File: src/rtl/lcm_pkg.sv
// Shared constants and state encoding for the lcm stage.
// Optional remainder check is enabled by defining LCM_DIVCHECK_EN.
package lcm_pkg;

   localparam int W_DEF = 8;
   localparam int CNT_W = $clog2(W_DEF) + 1;

   typedef enum logic [2:0] {
      IDLE = 3'd0,
      DIV  = 3'd1,
      MUL  = 3'd2,
      FAST = 3'd3,
      DONE = 3'd4
   } state_t;

endpackage

File: src/rtl/lcm_unit_seq_divider.sv
// W-cycle restoring divider: first quotient bit is formed on the start edge,
// the remaining W-1 bits on the following edges; done pulses with q/r final.
module seq_divider
   import lcm_pkg::*;
#(
   parameter int W = W_DEF
) (
   input  logic         clk,
   input  logic         reset,
   input  logic         start,
   input  logic [W-1:0] dividend,
   input  logic [W-1:0] divisor,
`ifdef LCM_DIVCHECK_EN
   output logic [W-1:0] r,
`endif
   output logic         done,
   output logic [W-1:0] q
);

   localparam int CW = $clog2(W) + 1;

   logic [W-1:0]  rem_r;
   logic [W-1:0]  quo_r;
   logic [W-1:0]  dvs_r;
   logic [CW-1:0] cnt_r;
   logic          busy_r;
   logic          done_r;

   logic [W-1:0]  rem_in_s;
   logic [W-1:0]  quo_in_s;
   logic [W-1:0]  dvs_in_s;
   logic [W:0]    trial_s;
   logic [W:0]    diff_s;
   logic          qbit_s;
   logic [W-1:0]  rem_next_s;
   logic [W-1:0]  quo_next_s;

   // One restoring step; a missing borrow means the divisor fits.
   always_comb begin
      rem_in_s = rem_r;
      quo_in_s = quo_r;
      dvs_in_s = dvs_r;
      if (start) begin
         rem_in_s = {W{1'b0}};
         quo_in_s = dividend;
         dvs_in_s = divisor;
      end else begin
         rem_in_s = rem_r;
         quo_in_s = quo_r;
         dvs_in_s = dvs_r;
      end
      trial_s    = {rem_in_s, quo_in_s[W-1]};
      diff_s     = trial_s - {1'b0, dvs_in_s};
      qbit_s     = ~diff_s[W];
      rem_next_s = qbit_s ? diff_s[W-1:0] : trial_s[W-1:0];
      quo_next_s = {quo_in_s[W-2:0], qbit_s};
   end

   // Step sequencing and done pulse.
   always_ff @(posedge clk or posedge reset) begin
      if (reset) begin
         rem_r  <= {W{1'b0}};
         quo_r  <= {W{1'b0}};
         dvs_r  <= {W{1'b0}};
         cnt_r  <= {CW{1'b0}};
         busy_r <= 1'b0;
         done_r <= 1'b0;
      end else begin
         done_r <= 1'b0;
         if (start) begin
            rem_r  <= rem_next_s;
            quo_r  <= quo_next_s;
            dvs_r  <= dvs_in_s;
            cnt_r  <= CW'(W - 1);
            busy_r <= 1'b1;
         end else if (busy_r) begin
            rem_r <= rem_next_s;
            quo_r <= quo_next_s;
            cnt_r <= cnt_r - CW'(1);
            if (cnt_r == CW'(1)) begin
               busy_r <= 1'b0;
               done_r <= 1'b1;
            end else begin
               busy_r <= 1'b1;
            end
         end else begin
            busy_r <= 1'b0;
         end
      end
   end

   assign done = done_r;
   assign q    = quo_r;
`ifdef LCM_DIVCHECK_EN
   assign r    = rem_r;
`endif

endmodule

File: src/rtl/lcm_unit.sv
// lcm = (a / g) * b via sequential divide then shift-add multiply.
// Define LCM_DIVCHECK_EN to flag a nonzero remainder of a / g through err.
module lcm_unit
   import lcm_pkg::*;
#(
   parameter int W = W_DEF
) (
   input  logic           clk,
   input  logic           reset,
   input  logic           in_valid,
   output logic           in_ready,
   input  logic [W-1:0]   a,
   input  logic [W-1:0]   b,
   input  logic [W-1:0]   g,
   output logic           out_valid,
   input  logic           out_ready,
   output logic [2*W-1:0] lcm,
   output logic           err
);

   localparam int CW = $clog2(W) + 1;

   state_t          state_r;
   logic [W-1:0]    b_r;
   logic [W-1:0]    mq_r;
   logic [2*W-1:0]  mb_r;
   logic [2*W-1:0]  acc_r;
   logic [CW-1:0]   cnt_r;
   logic            ferr_r;

   logic            accept_s;
   logic            zero_s;
   logic            start_s;
   logic            div_done_s;
   logic [W-1:0]    div_q_s;
   logic [2*W-1:0]  acc_next_s;
   logic            rem_err_s;
`ifdef LCM_DIVCHECK_EN
   logic [W-1:0]    div_r_s;
`endif

   assign accept_s   = in_valid & in_ready;
   assign zero_s     = (a == {W{1'b0}}) | (b == {W{1'b0}});
   assign start_s    = accept_s & ~zero_s & (g != {W{1'b0}});
   assign acc_next_s = mq_r[0] ? (acc_r + mb_r) : acc_r;

   // Remainder check only exists when the optional feature is built in.
   always_comb begin
`ifdef LCM_DIVCHECK_EN
      rem_err_s = (div_r_s != {W{1'b0}});
`else
      rem_err_s = 1'b0;
`endif
   end

   seq_divider #(.W(W)) u_div (
      .clk      (clk),
      .reset    (reset),
      .start    (start_s),
      .dividend (a),
      .divisor  (g),
`ifdef LCM_DIVCHECK_EN
      .r        (div_r_s),
`endif
      .done     (div_done_s),
      .q        (div_q_s)
   );

   // Control FSM with the inline shift-add multiplier and registered outputs.
   always_ff @(posedge clk or posedge reset) begin
      if (reset) begin
         state_r   <= IDLE;
         b_r       <= {W{1'b0}};
         mq_r      <= {W{1'b0}};
         mb_r      <= {(2*W){1'b0}};
         acc_r     <= {(2*W){1'b0}};
         cnt_r     <= {CW{1'b0}};
         ferr_r    <= 1'b0;
         in_ready  <= 1'b1;
         out_valid <= 1'b0;
         lcm       <= {(2*W){1'b0}};
         err       <= 1'b0;
      end else begin
         case (state_r)
            IDLE: begin
               if (accept_s) begin
                  in_ready <= 1'b0;
                  b_r      <= b;
                  if (zero_s) begin
                     state_r <= FAST;
                     ferr_r  <= 1'b0;
                  end else if (g == {W{1'b0}}) begin
                     state_r <= FAST;
                     ferr_r  <= 1'b1;
                  end else begin
                     state_r <= DIV;
                     ferr_r  <= 1'b0;
                  end
               end else begin
                  state_r <= IDLE;
               end
            end
            DIV: begin
               if (div_done_s) begin
                  state_r <= MUL;
                  mq_r    <= div_q_s;
                  mb_r    <= {{W{1'b0}}, b_r};
                  acc_r   <= {(2*W){1'b0}};
                  cnt_r   <= {CW{1'b0}};
               end else begin
                  state_r <= DIV;
               end
            end
            MUL: begin
               acc_r <= acc_next_s;
               mq_r  <= {1'b0, mq_r[W-1:1]};
               mb_r  <= {mb_r[2*W-2:0], 1'b0};
               cnt_r <= cnt_r + CW'(1);
               if (cnt_r == CW'(W - 1)) begin
                  state_r   <= DONE;
                  out_valid <= 1'b1;
                  lcm       <= acc_next_s;
                  err       <= rem_err_s;
               end else begin
                  state_r <= MUL;
               end
            end
            FAST: begin
               state_r   <= DONE;
               out_valid <= 1'b1;
               lcm       <= {(2*W){1'b0}};
               err       <= ferr_r;
            end
            DONE: begin
               if (out_ready) begin
                  state_r   <= IDLE;
                  out_valid <= 1'b0;
                  in_ready  <= 1'b1;
               end else begin
                  state_r <= DONE;
               end
            end
            default: begin
               state_r   <= IDLE;
               in_ready  <= 1'b1;
               out_valid <= 1'b0;
            end
         endcase
      end
   end

endmodule

File: config.mk
export PLATFORM = sky130hd
export DESIGN_NAME = lcm_unit
export DESIGN_NICKNAME = d
export VERILOG_FILES = /design/src/rtl/lcm_pkg.sv /design/src/rtl/lcm_unit_seq_divider.sv /design/src/rtl/lcm_unit.sv
export SDC_FILE = /design/constraint.sdc
export NUM_CORES = 1
export LEC_CHECK = 0
export CORE_MARGIN = 8
export CORE_UTILIZATION = 47
export DETAILED_ROUTE_END_ITERATION = 10
export PLACE_DENSITY = 0.69
export SLEW_MARGIN = 20
export SYNTH_ARGS = -nofsm -noshare
export SYNTH_HDL_FRONTEND = slang
export SYNTH_SLANG_ARGS = --single-unit
File: constraint.sdc
create_clock -name clk -period 3.6 [get_ports clk]
set_input_delay 1.08 -clock clk [delete_from_list [all_inputs] [get_ports clk]]
set_output_delay 1.08 -clock clk [all_outputs]
set_load 0.01 [all_outputs]
# After elaboration in Yosys (flattened, before gate mapping)
# Cells that the tools add are included.
# totals
regBits,105
input_bits,28
out_inout_bits,19
wordCells,98
# op_classes
addsub,4
eq_ne,10
n_mux,44
bitwise,8
n_reduce_logical,15
# op_table
op,count
one-hot mux 16 bit (2 select lines),3
2-to-1 mux 8 bit,9
2-to-1 mux 16 bit,4
zero test 8 bit,3
adder 16 bit,1
one-hot mux 8 bit (2 select lines),1
one-hot mux 3 bit (5 select lines),1
2-to-1 mux 1 bit,13
2-to-1 mux 4 bit,3
2-to-1 mux 3 bit,3
subtractor 9 x 8 -> 9 bit,1
one-hot mux 4 bit (2 select lines),1
nonzero test 8 bit,1
equality test 3 x 2 -> 1 bit (second input constant),2
2-to-1 mux 2 bit,3
inequality test 2 bit (second input constant),3
AND reduction 2 bit,3
AND reduction 3 bit,2
nonzero test 2 bit,3
adder 4 x 1 -> 4 bit (second input constant),1
equality test 4 x 1 -> 1 bit (second input constant),1
equality test 4 x 3 -> 1 bit (second input constant),1
inverter 1 bit,4
one-hot mux 1 bit (4 select lines),1
11 further kinds,13

# Logic depth before layout (Yosys ltp)
# Gate-level depths: netlist of run 1.
# depth
word_depth,10
mapped_depth,16
mapped_depth_nobuf,14

# Modules after synthesis
# A second synthesis of run 1 with hierarchy kept.
# unflattened
cells_unflattened,621
area_unflattened_um2,5825.6
# by_module_without_submodules
mod,n_inst,cells_each,area_each_um2,seq_area_each_um2
lcm_unit,1,447,4046.4,1878.1
seq_divider,1,174,1779.2,750.7

# Worst setup path after synthesis of run 1
# Ideal clock, no wire load.
# synth_path
path_type,input-to-reg
start,input port g[0]
end,register u_div.rem_r[6]
setup_ps,121
arrival_ps,3990
required_time_ps,3479
setup_slack_ps,-511
cell_stages,15
n_path_buf,2
path_cell_list,nor4_2 a21oi_4 nand3_2 clkbuf_1 mux2i_1 ha_1 inv_1 fa_1 a21oi_1 o21ai_1 o22ai_4 buf_6 xnor2_1 o22ai_1 a22o_1
# synth_via
elab_chain_cells,7
elab_cells_between_ends,10
classes_between,1 x add/sub; 6 x mux; 1 x bitwise; 2 x reduce/logical
# synth_rtl
item,line_no,source
start: declaration,lcm_unit.sv:14,"input logic [W-1:0] g,"
nonzero test 8 bit,lcm_unit.sv:44,assign start_s = accept_s & ~zero_s & (g != {W{1'b0}});
bitwise AND 1 bit,lcm_unit.sv:44,
2-to-1 mux 8 bit,lcm_unit_seq_divider.sv:43,if (start) begin
subtractor 9 x 8 -> 9 bit,lcm_unit_seq_divider.sv:53,"diff_s = trial_s - {1'b0, dvs_in_s};"
2-to-1 mux 8 bit,lcm_unit_seq_divider.sv:55,rem_next_s = qbit_s ? diff_s[W-1:0] : trial_s[W-1:0];
2-to-1 mux 8 bit,lcm_unit_seq_divider.sv:76,end else if (busy_r) begin
2-to-1 mux 8 bit,lcm_unit_seq_divider.sv:70,if (start) begin
end signal: assignment,lcm_unit_seq_divider.sv:62,rem_r <= {W{1'b0}};
end signal: assignment,lcm_unit_seq_divider.sv:71,rem_r <= rem_next_s;
end signal: assignment,lcm_unit_seq_divider.sv:77,rem_r <= rem_next_s;
end: declaration,lcm_unit_seq_divider.sv:22,logic [W-1:0] rem_r;
# Parallel ways exist; a longest one is shown, timed or not. The select of a mux whose other input is x is not followed.
# A chain may end at the register's enable or synchronous reset.

# Worst setup path in the final report of run 1
# layout_path
start,input port g[0]
end,register u_div.rem_r[3]
# Same word-level chain as after synthesis.

==> summary.md, run 1 <==
| Metric | Value |
|---|---|
| Asr flop ratio synth | 1.00 |
| Reg clk slew, reported paths | approximately 0.08 ns |
| Largest net degree at the start of global routing | 47 |
| Total CTS buffers | 9 |
| Synthesized net count | around 650 |
| Clk sink count | 105 |
| Max H-tree Level | 3 |
| Critical Path RT | ~3.8 ns |
| VDD IR max | 0.000447 V |
| Most common cell after layout, fill and taps aside | dfrtp_1 |
| Max-cap violation count | 0 |
| Final Util | 0.608 |
| R2r worst-path depth | 13 |
| Fin Clk Skew | roughly 0.0086 ns |
| Predominant post-synthesis flop cell | dfrtp_1 |
| Period utilisation layout | 0.971 |
| Via count | roughly 4700 |
| Synth Warn # | 0 |
| Tightest Pin Transition | 0.981 ns |
| Grt ovf | 0 |
| Final net count | 730 |
| RD Place Congestion | 0.904 |
| Final Slew Violations | 0 |
| Fin. Hold Viols | 0 |
| ANT cells | 0 |
| Crit path kind | in2reg |
| Cell Pwr Density | around 860 nW/um^2 |
| Via density per instance | 5.71 |
| Netlist cell types | 65 |
| Total Routing Usage GR | 0.179 |
| Peak Freq | 0.286 GHz |
| Hpwl dp | around 10000 microns |
| Clock root cell | clkbuf_16 |
| Clock Latency Late Sink | 0.35 ns |
| Minimum clock period | between 3 and 4 ns |
| Critical Path Source Type | input port |
| DIE AREA | 16100 sq um |
| Final setup violation count | 0 |
| Syn Inst Count | 589 |
| Vias in the first global route | approximately 4600 |
| Worst Setup EP | u_div.rem_r[3] |
| LEAKAGE | approximately 3.3 nW |
| Worst slack at placement | -0.791 ns |
| Synth Register Bits | 105 |
| Commonest cells after routing, fill and taps aside | dfrtp_1, nor2_1, nand2_1 |
| CP Data Arrival Time | 3.68 ns |
| Final WS setup | around 0.10 ns |
| P&R area growth vs syn | 26.4% |
| RSZ-0062 raised after global routing | true |
| Final WL | 14000 microns |
| R2R setup slack | 0.50 ns |
| Share of the yosys chip area belonging to registers | 0.455 |
| Layout cell share with drive strength beyond 1 | 0.228 |
| Worst r2r src | in_ready |
| Drt initial violations | 337 |
| Crit path from | g[0] |
| Hold/Removal Path Class | reg2reg |
| Port Buffers | between 40 and 50 |
| CTS hold repair buffers | 0 |
| Die W | 127 microns |
| CP Capture Type | flip-flop |
| First-pass GRT wire length | 23400 microns |
| Critical R2R Capture | u_div.rem_r[3] |
| Critical path fanouts, max | 7 |
| Post-route ant nets | 0 |
| Initial core utilization | 0.481 |
| Die H | 127 microns |
| Outcome | complete, no violations |
| Rel. slew slack | 0.346 |
| Core Footprint | 12000 sq um |
| Synthesized area | 5770 sq um |
| Post-synth EDFFs | 0 |
| Avg Cell Area, Syn | 9.80 sq um |
| Rows | 40 |
| # DRC | 0 |
| IO Pins | 47 |
| Antenna violations before repair | 0 |
| Clock buffer depth | 2 |
| Wire per inst | 16.9 microns |
| 1st-pass router iterations | 4 |
| CTS tree | yes |
| Final TNS setup | 0 ns |
==> cell families (layout without fill, tap and decap cells) <==
logic type	after synthesis	in the layout	synth area share
AO/OA/AOI/OAI	166	166	0.198
XOR/XNOR	21	21	0.0351
adder cells (fa/ha/maj)	28	28	0.0633
buffers and inverters	50	139	0.0345
flip-flops	105	105	0.455
multiplexers	35	35	0.0644
AND/OR/NAND/NOR	184	185	0.149
==> worst max-delay path, stage by stage <==
cell      delay, ns
buf_6          0.10
nor4_4         0.34
a21oi_4        0.14
nand3_4        0.15
mux2i_1        0.22
ha_2           0.21
inv_2          0.04
fa_2           0.37
a21oi_4        0.17
o21ai_4        0.08
o22ai_4        0.15
buf_12         0.15
xnor2_4        0.14
mux2i_1        0.26
a221oi_2       0.08
==> metal layers <==
layer	vias to the layer above	track usage	wire, microns
met2	82	0.278	6550
li1	2317	-	-
met1	2313	0.250	6690
met5	-	0	0
met3	6	0.0406	671
met4	0	0.0343	74
==> worst min path at each step <==
stage	slack (ns)	startpoint	cells past startpoint	endpoint
floorplan	0.46	u_div.dvs_r[7]	2	u_div.dvs_r[7]
global placement	0.48	lcm[14]	2	lcm[14]
detailed placement	0.48	u_div.dvs_r[2]	1	u_div.dvs_r[2]
CTS	0.50	u_div.dvs_r[2]	1	u_div.dvs_r[2]
global route	0.52	mq_r[7]	1	mq_r[7]
finish	0.50	lcm[1]	2	lcm[1]
==> what timing repair did <==
item,4_1_cts,5_1_grt
pin swaps,17,18
endpoints found under the setup margin,9,9
setup buffers,8,1
gates cloned,1,0
resized for setup,62,68
==> per-stage QoR <==
| step | total power, mW | area [sq um] | instances | hold slack, ns |
|---|---|---|---|---|
| after global routing | 6.71 | 7300 | 826 | 0.521 |
| after CTS | 6.05 | 7190 | 825 | 0.502 |
| final | 6.27 | 7300 | 826 | 0.498 |
| after global placement | 4.73 | 6760 | 800 | 0.480 |
| after floorplan | 4.03 | 5890 | 589 | 0.457 |
| after detailed placement | 4.81 | 6760 | 800 | 0.484 |
==> flip-flops by register name, indices dropped and copies added, names as in the netlist, 3 cells and up <==
| name | count |
|---|---|
| mq_r | 8 |
| acc_r | 16 |
| mb_r | 16 |
| u_div.q | 8 |
| cnt_r | 4 |
| lcm | 16 |
| u_div.cnt_r | 4 |
| u_div.rem_r | 8 |
| u_div.dvs_r | 8 |
| state_r | 3 |
| b_r | 8 |
==> synthesized netlist by cell type, drive strengths merged, types with 13 or more instances <==
master	instances	share of area
a31oi	13	0.014
o22ai	19	0.023
nor2	55	0.036
clkbuf	19	0.012
xnor2	13	0.023
nand3	33	0.029
inv	23	0.015
nand2	53	0.034
mux2	17	0.033
a21oi	27	0.027
ha	26	0.056
a22o	15	0.023
mux2i	18	0.031
dfrtp	104	0.45
o21ai	46	0.040
==> layout make-up <==
cell class                 count  area [sq um]
inverter                      23          90.1
clock buffer                   9           225
tap                          147           184
fill                        1012          4710
timing repair buffer         100           908
clock inverter                 7           101
multi-input combinational    435          3160
sequential                   105          2630
==> report_power, final <==
part	total [mW]	switching, mW	internal, mW
Clock	1.08	0.467	0.616
Combinational	3.26	1.63	1.63
Sequential	1.92	0.358	1.56
Total	6.27	2.46	3.81
(Power assumes the default switching activity.)
==> run 2: changes to the inputs <==
Settings changed: ABC_CLOCK_PERIOD_IN_PS set to 3600, SLEW_MARGIN 20 to not set.
==> results of run 2 <==
Final layout, timing and power as in run 1 (identical DEF).
==> run 3: changes to the inputs <==
Settings changed: SKIP_CTS_REPAIR_TIMING set to 1.
==> summary.md, run 3 (synthesized netlist as in run 1, its figures left out) <==
| Metric | Value |
|---|---|
| Outcome | complete, no violations |
| Tightest Pin Transition | 1.02 ns (+0.0408 ns) |
| Hold_sp | lcm[1] |
| Clock root cell | clkbuf_16 |
| Initial core utilization | 0.481 (unchanged) |
| Clk sink count | 105 (unchanged) |
| CTS tree | yes |
| # DRC | 0 (unchanged) |
| Cell Pwr Density | 853 nW/um^2 (-0.58%) |
| Commonest cells after routing, fill and taps aside | dfrtp_1, nor2_1, nand2_1 |
| Rel. slew slack | 0.319 (-0.0272) |
| Worst r2r src | in_ready |
| Via density per instance | 5.73 (+0.36%) |
| Clock Latency Late Sink | 0.35 ns (about the same) |
| Wire per inst | 16.8 microns (-0.70%) |
| Layout cell share with drive strength beyond 1 | 0.209 (-0.0191) |
| Post-route ant nets | 0 (unchanged) |
| Max H-tree Level | 3 (unchanged) |
| Die H | 127 microns (unchanged) |
| Crit path kind | in2reg |
| VDD IR max | 0.000448 V (+0.14%) |
| CP delay by family, top | simple AND/OR/NAND/NOR gates |
| Final Slew Violations | 0 (unchanged) |
| CP most frequent cell | mux2i_1 |
| Rows | 40 (unchanged) |
| RD Place Congestion | 0.904 (unchanged) |
| Total Routing Usage GR | 0.175 (-0.00376) |
| Critical path fanouts, max | 6 (-1) |
| Worst slack at placement | -0.791 ns (unchanged) |
| Final net count | 730 (unchanged) |
| Critical Path Source Type | input port |
| ANT cells | 0 (unchanged) |
| Grt ovf | 0 (unchanged) |
| Drt initial violations | 338 (+0.30%) |
| CP Capture Type | flip-flop |
| Antenna violations before repair | 0 (unchanged) |
| Area post-placement | 6760 sq um (unchanged) |
| Core Footprint | 12000 sq um (unchanged) |
| Minimum clock period | 3.54 ns (+0.0432 ns) |
| Fin. Hold Viols | 0 (unchanged) |
| Hold/Removal Path Class | reg2reg |
| First-pass GRT wire length | 22900 microns (-2.1%) |
| Port Buffers | 46 (unchanged) |
| Max-cap violation count | 0 (unchanged) |
| CP cell instances | buf_6 > nor4_4 > nand2_2 > nand3_4 > mux2i_1 > ha_2 > inv_2 > fa_2 > a21oi_2 > o21ai_2 > o22ai_4 > buf_12 > xnor2_4 > mux2i_1 > a221oi_1 |
| CP Data Arrival Time | 3.72 ns (+0.04 ns) |
| Clock buffer depth | 2 (unchanged) |
| IO Pins | 47 (unchanged) |
| Crit path from | b[6] |
| Peak Freq | 0.283 GHz (-1.2%) |
| RSZ-0062 raised after global routing | true |
| Final WL | 13900 microns (-0.70%) |
| DIE AREA | 16100 sq um (unchanged) |
| Period utilisation layout | 0.983 (+0.0120) |
| Vias in the first global route | 4510 (-1.2%) |
| LEAKAGE | 3.37 nW (+1.7%) |
| Crit-path max cell delay | 0.39 ns (+0.02 ns) |
| Buf/Inv on CP | 3 (unchanged) |
| Fill count | 1028 (+1.6%) |
| Final TNS setup | 0 ns (unchanged) |
| Final instance area | 7230 sq um (-0.91%) |
| Reg clk slew, reported paths | 0.08 ns (about the same) |
| Total CTS buffers | 9 (unchanged) |
| Hpwl dp | 10000 microns (unchanged) |
| Biggest registers after layout | acc_r: 16 flops, lcm: 16 flops, mb_r: 16 flops |
| Via count | 4735 (+0.36%) |
| 1st-pass router iterations | 5 (+1) |
| Critical Path RT | 3.78 ns (about the same) |
| Fin Clk Skew | 0.00886 ns (+0.000218 ns) |
| Die W | 127 microns (unchanged) |
| Final WS setup | 0.0611 ns (-0.0432 ns) |
| Largest net degree at the start of global routing | 47 (unchanged) |
| Final setup violation count | 0 (unchanged) |
| P&R area growth vs syn | 25.3% |
| Most common cell after layout, fill and taps aside | dfrtp_1 |
| Critical Path Slowest Stage Cell | fa_2 |
## run 3: changes by cell type in the layout (fill, tap and decap cells not counted), moves of 3 or more
cell and change:
clkdlybuf4s15_1 -3, buf_6 -6, dlymetal6s2s_1 +8, buf_4 +3, buf_2 -3, ha_4 -3, ha_1 +3
## run 3: cell type report
cell class / instances / area (sq um) / area share
inverter: 23 / 90.1 / 0.0125
multi-input combinational: 435 / 3080 / 0.426
clock inverter: 7 / 101 / 0.0140
timing repair buffer: 100 / 922 / 0.127
tap: 147 / 184 / 0.0254
clock buffer: 9 / 225 / 0.0311
sequential: 105 / 2630 / 0.363
## run 3: stage by stage
stage	cells	util	power [mW]	hold slack, ns
floorplan	589	-	4.03	0.457
global placement	800	0.563	4.73	0.480
detailed placement	800	0.563	4.81	0.484
CTS	816	0.590	5.92	0.502
global route	826	0.602	6.61	0.520
finish	826	0.602	6.17	0.498
## run 3: where the power goes
part	internal, mW	total (mW)	switching, mW
combinational	1.60	3.17	1.56
sequential	1.56	1.92	0.359
clock	0.616	1.08	0.468
total	3.78	6.17	2.39
## run 3: worst paths after layout
path                             endpoint  slack, ns  cells past startpoint
hold / removal                     lcm[1]       0.50                      2
setup reg to reg           u_div.rem_r[4]       0.49                     13
max in group asynchronous  u_div.rem_r[5]       1.74                      3
setup / recovery           u_div.rem_r[4]       0.06                     15
hold reg to reg                    lcm[1]       0.50                      2
min in group asynchronous  u_div.dvs_r[2]       1.20                      2
## run 3: metal layers
metal  part of all wire  GRT usage  vias to the layer above
met5                  0          0                        -
met4             0.0069     0.0343                        0
met3              0.036     0.0406                       12
met2               0.46      0.274                       92
met1               0.49      0.243                     2320
li1                   -          -                     2311
## run 3: tightest hold or removal path, delay by kind of cell, from the launching register on
| kind | cells | cell delay, ns |
|---|---|---|
| flip-flops | 1 | 0.34 |
| AND/OR/NAND/NOR | 1 | 0.06 |
| AO/OA/AOI/OAI | 1 | 0.06 |
